--- config.mk ---
export PLATFORM = sky130hd
export DESIGN_NAME = seq_player_flat
export DESIGN_NICKNAME = d
export VERILOG_FILES = /design/src/rtl/seq_player_if.sv /design/src/rtl/seq_player.sv /design/src/flat_wrapper.sv
export SDC_FILE = /design/constraint.sdc
export NUM_CORES = 1
export LEC_CHECK = 0
export ABC_AREA = 1
export BUFFER_PORTS_ARGS = -buffer_cell sky130_fd_sc_hd__buf_2
export CORE_ASPECT_RATIO = 1.2
export CORE_MARGIN = 2
export CORE_UTILIZATION = 35
export CTS_CLUSTER_SIZE = 20
export DETAILED_ROUTE_END_ITERATION = 10
export MAX_ROUTING_LAYER = met4
export PLACE_DENSITY = 0.52
export SYNTH_ARGS = -nofsm -noshare
export SYNTH_HDL_FRONTEND = slang
export SYNTH_SLANG_ARGS = --single-unit
--- constraint.sdc ---
create_clock -name CLK -period 3.8 [get_ports CLK]
set_input_delay 0.38 -clock CLK [delete_from_list [all_inputs] [get_ports CLK]]
set_output_delay 0.38 -clock CLK [all_outputs]
set_load 0.005 [all_outputs]
--- src/rtl/seq_player_if.sv ---
// Bundle between the game FSM and the playback stage: request side plus
// the registered LED/status side.
interface seq_player_if #(
  parameter int STEPS = 16
);
  logic                 start;
  logic                 stop;
  logic [3:0]           round;
  logic [STEPS*4-1:0]   seq;
  logic [3:0]           led;
  logic [3:0]           step_idx;
  logic                 busy;
  logic                 done;

  modport master (
    output start, stop, round, seq,
    input  led, step_idx, busy, done
  );

  modport slave (
    input  start, stop, round, seq,
    output led, step_idx, busy, done
  );
endinterface

--- src/rtl/seq_player.sv ---
// Plays steps 0..round of a latched one-hot colour sequence on the LEDs,
// each shown for ON_CYCLES then dark for OFF_CYCLES, then pulses done.
module seq_player #(
  parameter int STEPS      = 16,
  parameter int ON_CYCLES  = 3,
  parameter int OFF_CYCLES = 2
) (
  input  logic         CLK,
  input  logic         R,
  seq_player_if.slave  bus
);
  localparam int SW   = STEPS * 4;
  localparam int MAXC = (ON_CYCLES > OFF_CYCLES) ? ON_CYCLES : OFF_CYCLES;
  localparam int TW   = (MAXC > 1) ? $clog2(MAXC) : 1;
  localparam logic [TW-1:0] ON_LOAD  = TW'(ON_CYCLES - 1);
  localparam logic [TW-1:0] OFF_LOAD = TW'(OFF_CYCLES - 1);
  localparam logic [3:0]    LAST_IDX = 4'(STEPS - 1);

  typedef enum logic [1:0] {
    IDLE,
    SHOW,
    GAP
  } state_t;

  state_t          state_reg, state_next;
  logic [SW-1:0]   shadow_reg, shadow_next;
  logic [3:0]      round_reg, round_next;
  logic [TW-1:0]   timer_reg, timer_next;
  logic [3:0]      led_reg, led_next;
  logic [3:0]      idx_reg, idx_next;
  logic            busy_reg, busy_next;
  logic            done_reg, done_next;
  logic            last_step;

  always_ff @(posedge CLK or negedge R) begin
    if (!R) begin
      state_reg  <= IDLE;
      shadow_reg <= '0;
      round_reg  <= '0;
      timer_reg  <= '0;
      led_reg    <= '0;
      idx_reg    <= '0;
      busy_reg   <= 1'b0;
      done_reg   <= 1'b0;
    end else begin
      state_reg  <= state_next;
      shadow_reg <= shadow_next;
      round_reg  <= round_next;
      timer_reg  <= timer_next;
      led_reg    <= led_next;
      idx_reg    <= idx_next;
      busy_reg   <= busy_next;
      done_reg   <= done_next;
    end
  end

  // Also stop at the physical end of the sequence so step_idx cannot wrap.
  assign last_step = (idx_reg == round_reg) || (idx_reg == LAST_IDX);

  always_comb begin
    state_next  = state_reg;
    shadow_next = shadow_reg;
    round_next  = round_reg;
    timer_next  = timer_reg;
    led_next    = led_reg;
    idx_next    = idx_reg;
    busy_next   = busy_reg;
    done_next   = 1'b0;

    case (state_reg)
      IDLE: begin
        if (bus.start && !bus.stop) begin
          state_next  = SHOW;
          shadow_next = bus.seq;
          round_next  = bus.round;
          idx_next    = '0;
          led_next    = bus.seq[3:0];
          busy_next   = 1'b1;
          timer_next  = ON_LOAD;
        end
      end
      SHOW: begin
        if (bus.stop) begin
          state_next = IDLE;
          led_next   = '0;
          idx_next   = '0;
          busy_next  = 1'b0;
          timer_next = '0;
        end else if (timer_reg == '0) begin
          state_next = GAP;
          led_next   = '0;
          timer_next = OFF_LOAD;
        end else begin
          timer_next = timer_reg - 1'b1;
        end
      end
      GAP: begin
        if (bus.stop) begin
          state_next = IDLE;
          led_next   = '0;
          idx_next   = '0;
          busy_next  = 1'b0;
          timer_next = '0;
        end else if (timer_reg != '0) begin
          timer_next = timer_reg - 1'b1;
        end else if (!last_step) begin
          state_next  = SHOW;
          idx_next    = idx_reg + 4'd1;
          shadow_next = {4'b0000, shadow_reg[SW-1:4]};
          led_next    = shadow_reg[7:4];
          timer_next  = ON_LOAD;
        end else begin
          state_next = IDLE;
          busy_next  = 1'b0;
          done_next  = 1'b1;
        end
      end
      default: begin
        state_next = IDLE;
        led_next   = '0;
        busy_next  = 1'b0;
      end
    endcase
  end

  assign bus.led      = led_reg;
  assign bus.step_idx = idx_reg;
  assign bus.busy     = busy_reg;
  assign bus.done     = done_reg;
endmodule
--- src/flat_wrapper.sv ---
// flat-port wrapper written by rule: the top's interface ports become plain ports
module seq_player_flat 
#(
  parameter int STEPS      = 16,
  parameter int ON_CYCLES  = 3,
  parameter int OFF_CYCLES = 2
)
  (CLK, R, bus_start, bus_stop, bus_round, bus_seq, bus_led, bus_step_idx, bus_busy, bus_done);
  seq_player_if #(.STEPS(STEPS)) bus_i ();
  input  logic CLK;
  input  logic R;
  input wire logic [$bits(bus_i.start)-1:0] bus_start;
  input wire logic [$bits(bus_i.stop)-1:0] bus_stop;
  input wire logic [$bits(bus_i.round)-1:0] bus_round;
  input wire logic [$bits(bus_i.seq)-1:0] bus_seq;
  output wire logic [$bits(bus_i.led)-1:0] bus_led;
  output wire logic [$bits(bus_i.step_idx)-1:0] bus_step_idx;
  output wire logic [$bits(bus_i.busy)-1:0] bus_busy;
  output wire logic [$bits(bus_i.done)-1:0] bus_done;
  assign bus_i.start = bus_start;
  assign bus_i.stop = bus_stop;
  assign bus_i.round = bus_round;
  assign bus_i.seq = bus_seq;
  assign bus_led = bus_i.led;
  assign bus_step_idx = bus_i.step_idx;
  assign bus_busy = bus_i.busy;
  assign bus_done = bus_i.done;
  seq_player #(.STEPS(STEPS), .ON_CYCLES(ON_CYCLES), .OFF_CYCLES(OFF_CYCLES)) u_core (.CLK(CLK), .R(R), .bus(bus_i));
endmodule
==> impl_table.tex <==
\begin{tabular}{lr}
\hline
Metric & Value \\
\hline
\multicolumn{2}{l}{\textbf{Run status}} \\
\quad Outcome & finished, final reports clean \\
\multicolumn{2}{l}{\textbf{Power and ir drop}} \\
\quad Maximum ir drop on the vdd rail & 0.000355 V \\
\quad Power per Cell Area & 775 mW/mm\^{}2 \\
\quad Standby leakage power & 0.00290 uW \\
\quad Final Total Pwr & 3870 uW \\
\multicolumn{2}{l}{\textbf{Clock network}} \\
\quad CTS Sinks & 78 \\
\quad Root Driver & sky130\_fd\_sc\_hd\_\_clkbuf\_16 \\
\quad Number of gates resized after CTS & 0 \\
\quad Post-CTS Setup Repair Bufs & 0 \\
\quad CTS tree & yes \\
\quad Buffers from clock root to sink, at most & 2 \\
\quad Clock slew at the register clock pins of the worst setup and hold paths & 0.06 ns \\
\quad H-tree lvl count & 3 \\
\quad Hold-fix buffers at CTS & 0 \\
\quad Insertion delay to the later sink of the worst-skew pair & 0.33 ns \\
\quad TritonCTS Buffers & 9 \\
\multicolumn{2}{l}{\textbf{STA}} \\
\quad Highest attainable clock frequency & 337 MHz \\
\quad Count of final hold-check violations & 0 \\
\quad Worst max-slew margin expressed relative to the limit & 0.308 \\
\quad Number of endpoints failing setup at the final stage & 0 \\
\quad Fin crit share & 0.781 \\
\quad Min Clock Period, post-route & 2.97 ns \\
\quad Worst clock skew & 0.00494 ns \\
\quad RSZ-0062 raised after global routing & no \\
\quad Final Max Slew Viols & 0 \\
\quad Measured slew at the worst slew-check pin & 1.04 ns \\
\quad Final setup TNS & 0 ns \\
\multicolumn{2}{l}{\textbf{Synth}} \\
\quad Synth area leaders & sky130\_fd\_sc\_hd\_\_dfrtp\_1 46\%, sky130\_fd\_sc\_hd\_\_nand2\_1 30\%, sky130\_fd\_sc\_hd\_\_nand3\_1 8.4\% \\
\quad Area of the mapped netlist & 0.00424 sq mm \\
\quad Post-synth EDFFs & 0 \\
\quad Cell type with the highest aggregate area in the netlist & sky130\_fd\_sc\_hd\_\_dfrtp\_1 \\
\quad Sequential area share after synthesis & 0.460 \\
\quad Most used standard cells in the synthesized netlist & 338 x sky130\_fd\_sc\_hd\_\_nand2\_1, 78 x sky130\_fd\_sc\_hd\_\_dfrtp\_1, 71 x sky130\_fd\_sc\_hd\_\_nand3\_1 \\
\quad Top-area cell type share of the netlist area & 0.460 \\
\quad Commonest register cell after synthesis & sky130\_fd\_sc\_hd\_\_dfrtp\_1 \\
\quad Yosys warns & 0 \\
\quad Flip-flop and latch count after synthesis & 78 \\
\quad Fraction of registers with async set or reset after synthesis & 1.00 \\
\quad Count of different cell masters after synthesis & 27 \\
\quad Most common cell in the netlist & sky130\_fd\_sc\_hd\_\_nand2\_1 \\
\quad Post-synthesis average cell area & 7.15 sq um \\
\quad Number of cells produced by synthesis & 593 \\
\quad Net count after synthesis & 673 \\
\multicolumn{2}{l}{\textbf{Worst setup path}} \\
\quad Most common cell on crit path & sky130\_fd\_sc\_hd\_\_nand2\_1 \\
\quad Start of the worst register-to-register path & u\_core.state\_reg[0] \\
\quad Critical Path Sink & u\_core.shadow\_reg[18] \\
\quad Endpoint required time on the critical path & 4.02 ns \\
\quad Worst-path fanout max & 61 \\
\quad Register-to-register path setup slack & 0.83 ns \\
\quad Crit path buffers/inverters & 3 \\
\quad R2R cell count & 9 \\
\quad Largest incremental delay on the critical path & 0.55 ns \\
\quad Family with the most delay on the worst path & simple AND/OR/NAND/NOR gates \\
\quad Endpoint arrival time on the critical path & 3.19 ns \\
\quad Type of destination of the critical path & flop \\
\quad Startpoint types & flop \\
\quad Timing startpoint of the critical path & u\_core.state\_reg[0] \\
\quad Worst-path cell with the longest stage delay & sky130\_fd\_sc\_hd\_\_nand2\_4 \\
\quad Critical path depth in cells & 9 \\
\quad End of the worst register-to-register path & u\_core.shadow\_reg[18] \\
\quad Cell Chain, Critical Path & inv\_1 > ha\_2 > inv\_2 > buf\_4 > nand2\_1 > nand2\_4 > nand2\_4 > nand2\_1 > nand2\_1 \\
\quad WS Path Type & reg2reg \\
\multicolumn{2}{l}{\textbf{Floorplan}} \\
\quad Die height & 125 um \\
\quad Floorplan die area & 0.0130 sq mm \\
\quad Horizontal die dimension & 104 um \\
\quad Area of the placeable core & 0.0119 sq mm \\
\quad Top-level port count & 82 \\
\quad Standard-cell rows & 44 \\
\quad Initial core utilization & 0.355 \\
\multicolumn{2}{l}{\textbf{GRT}} \\
\quad Pin count of the biggest net entering global routing & 79 \\
\quad Number of antenna violations at the first check in global routing & 0 \\
\quad Number of global-route vias before repair & 3746 \\
\quad Grt ovf & 0 \\
\quad First-pass GRT wire length & 17400 um \\
\quad GRT Total Usage & 0.170 \\
\multicolumn{2}{l}{\textbf{Final layout}} \\
\quad Flip-flop count of the largest register, all copies and words added & 60 \\
\quad Growth of design area from synthesis to finish & 17.8\% \\
\quad Multi-input combinational cell area & 0.00200 sq mm \\
\quad Utilization after layout & 0.418 \\
\quad Final-layout fill cell count & 1291 \\
\quad Nets & 736 \\
\quad Ant diodes & 0 \\
\quad Non-filler instance count after layout & 822 \\
\quad Combined flip-flop and latch cell area & 0.00195 sq mm \\
\quad Post-route design area & 0.00499 sq mm \\
\quad Fraction of final layout cells sized beyond drive strength 1 & 0.168 \\
\multicolumn{2}{l}{\textbf{Hold path}} \\
\quad Worst min-delay path category & in2async \\
\multicolumn{2}{l}{\textbf{Detailed routing}} \\
\quad DRT Wirelength & 10300 um \\
\quad Iteration count of the initial detailed-routing pass & 4 \\
\quad Via density & 4.66 \\
\quad Uppermost layer routed & met4 \\
\quad Total length of routed met3 wires & 368 um \\
\quad Number of DRC markers after the initial detailed-route iteration & 205 \\
\quad Routed wirelength normalized by instance count & 12.5 um \\
\quad Routed via count & 3828 \\
\quad Count of unresolved DRC violations after routing & 0 \\
\quad Wire length on met1 & 4710 um \\
\quad Routed wire length on met2 & 5040 um \\
\quad Antenna Violating Nets Remaining & 0 \\
\multicolumn{2}{l}{\textbf{Placement}} \\
\quad Number of buffer cells added on primary ports & 81 \\
\quad DP Wirelength & 6390 um \\
\quad Area post-placement & 0.00468 sq mm \\
\quad Placer Congestion & 0.800 \\
\quad Post-placement cell count & 806 \\
\multicolumn{2}{l}{\textbf{Flow run}} \\
\quad \# Max-Cap Violations & 0 \\
\hline
\end{tabular}
==> placed cells by master (no fill, tap or decap), types with 5 or more instances in the layout <==
master / Yosys / final
sky130_fd_sc_hd__clkbuf_16: 0 / 9
sky130_fd_sc_hd__nand2_1: 338 / 338
sky130_fd_sc_hd__buf_2: 5 / 80
sky130_fd_sc_hd__nand3_1: 71 / 71
sky130_fd_sc_hd__inv_1: 22 / 22
sky130_fd_sc_hd__nor2_1: 13 / 13
sky130_fd_sc_hd__a21oi_1: 5 / 5
sky130_fd_sc_hd__dfrtp_1: 78 / 78
sky130_fd_sc_hd__o21ai_0: 5 / 5
sky130_fd_sc_hd__ha_1: 8 / 7
==> layout make-up <==
type	instances	area share
Tap cell	161	0.0403
Inverter	24	0.0180
Multi-Input combinational cell	459	0.401
Timing Repair Buffer	84	0.0862
Clock buffer	12	0.0494
Sequential cell	78	0.391
Clock inverter	4	0.0140
==> worst min-delay path by stage <==
stage | slack, ns | endpoint | from
after floorplan | 0.08 | u_core.bus.busy | R
after global placement | 0.45 | u_core.bus.led[2] | u_core.bus.led[2]
after detailed placement | 0.46 | u_core.bus.led[1] | u_core.bus.led[1]
after CTS | 0.28 | u_core.bus.led[2] | R
after global routing | 0.30 | u_core.round_reg[3] | bus_round[3]
final | 0.21 | u_core.bus.led[0] | R
==> kinds of logic after synthesis <==
| family | count (synthesis) | share of synthesized area |
|---|---|---|
| flops | 78 | 0.460 |
| buf+inv | 56 | 0.0679 |
| simple gates | 432 | 0.417 |
| fa+ha+maj | 8 | 0.0236 |
| xor+xnor | 1 | 0.00207 |
| compound gates | 18 | 0.0295 |
==> stage by stage <==
stage,worst slack (ns),hold WS (ns)
finish,0.833,0.214
global route,0.500,0.301
CTS,0.791,0.282
detailed placement,0.808,0.457
global placement,0.863,0.448
floorplan,2.10,0.0844
==> per-layer routing <==
layer | vias up | GRT usage
met5 | - | -
met1 | 1759 | 0.210
li1 | 1971 | -
met4 | 0 | 0.0731
met2 | 88 | 0.279
met3 | 10 | 0.0215
==> power by group <==
part	internal (uW)	switching, uW
registers	1220	208
logic	495	1030
clock network	591	330
No activity file was read; power rests on OpenSTA's default activity.
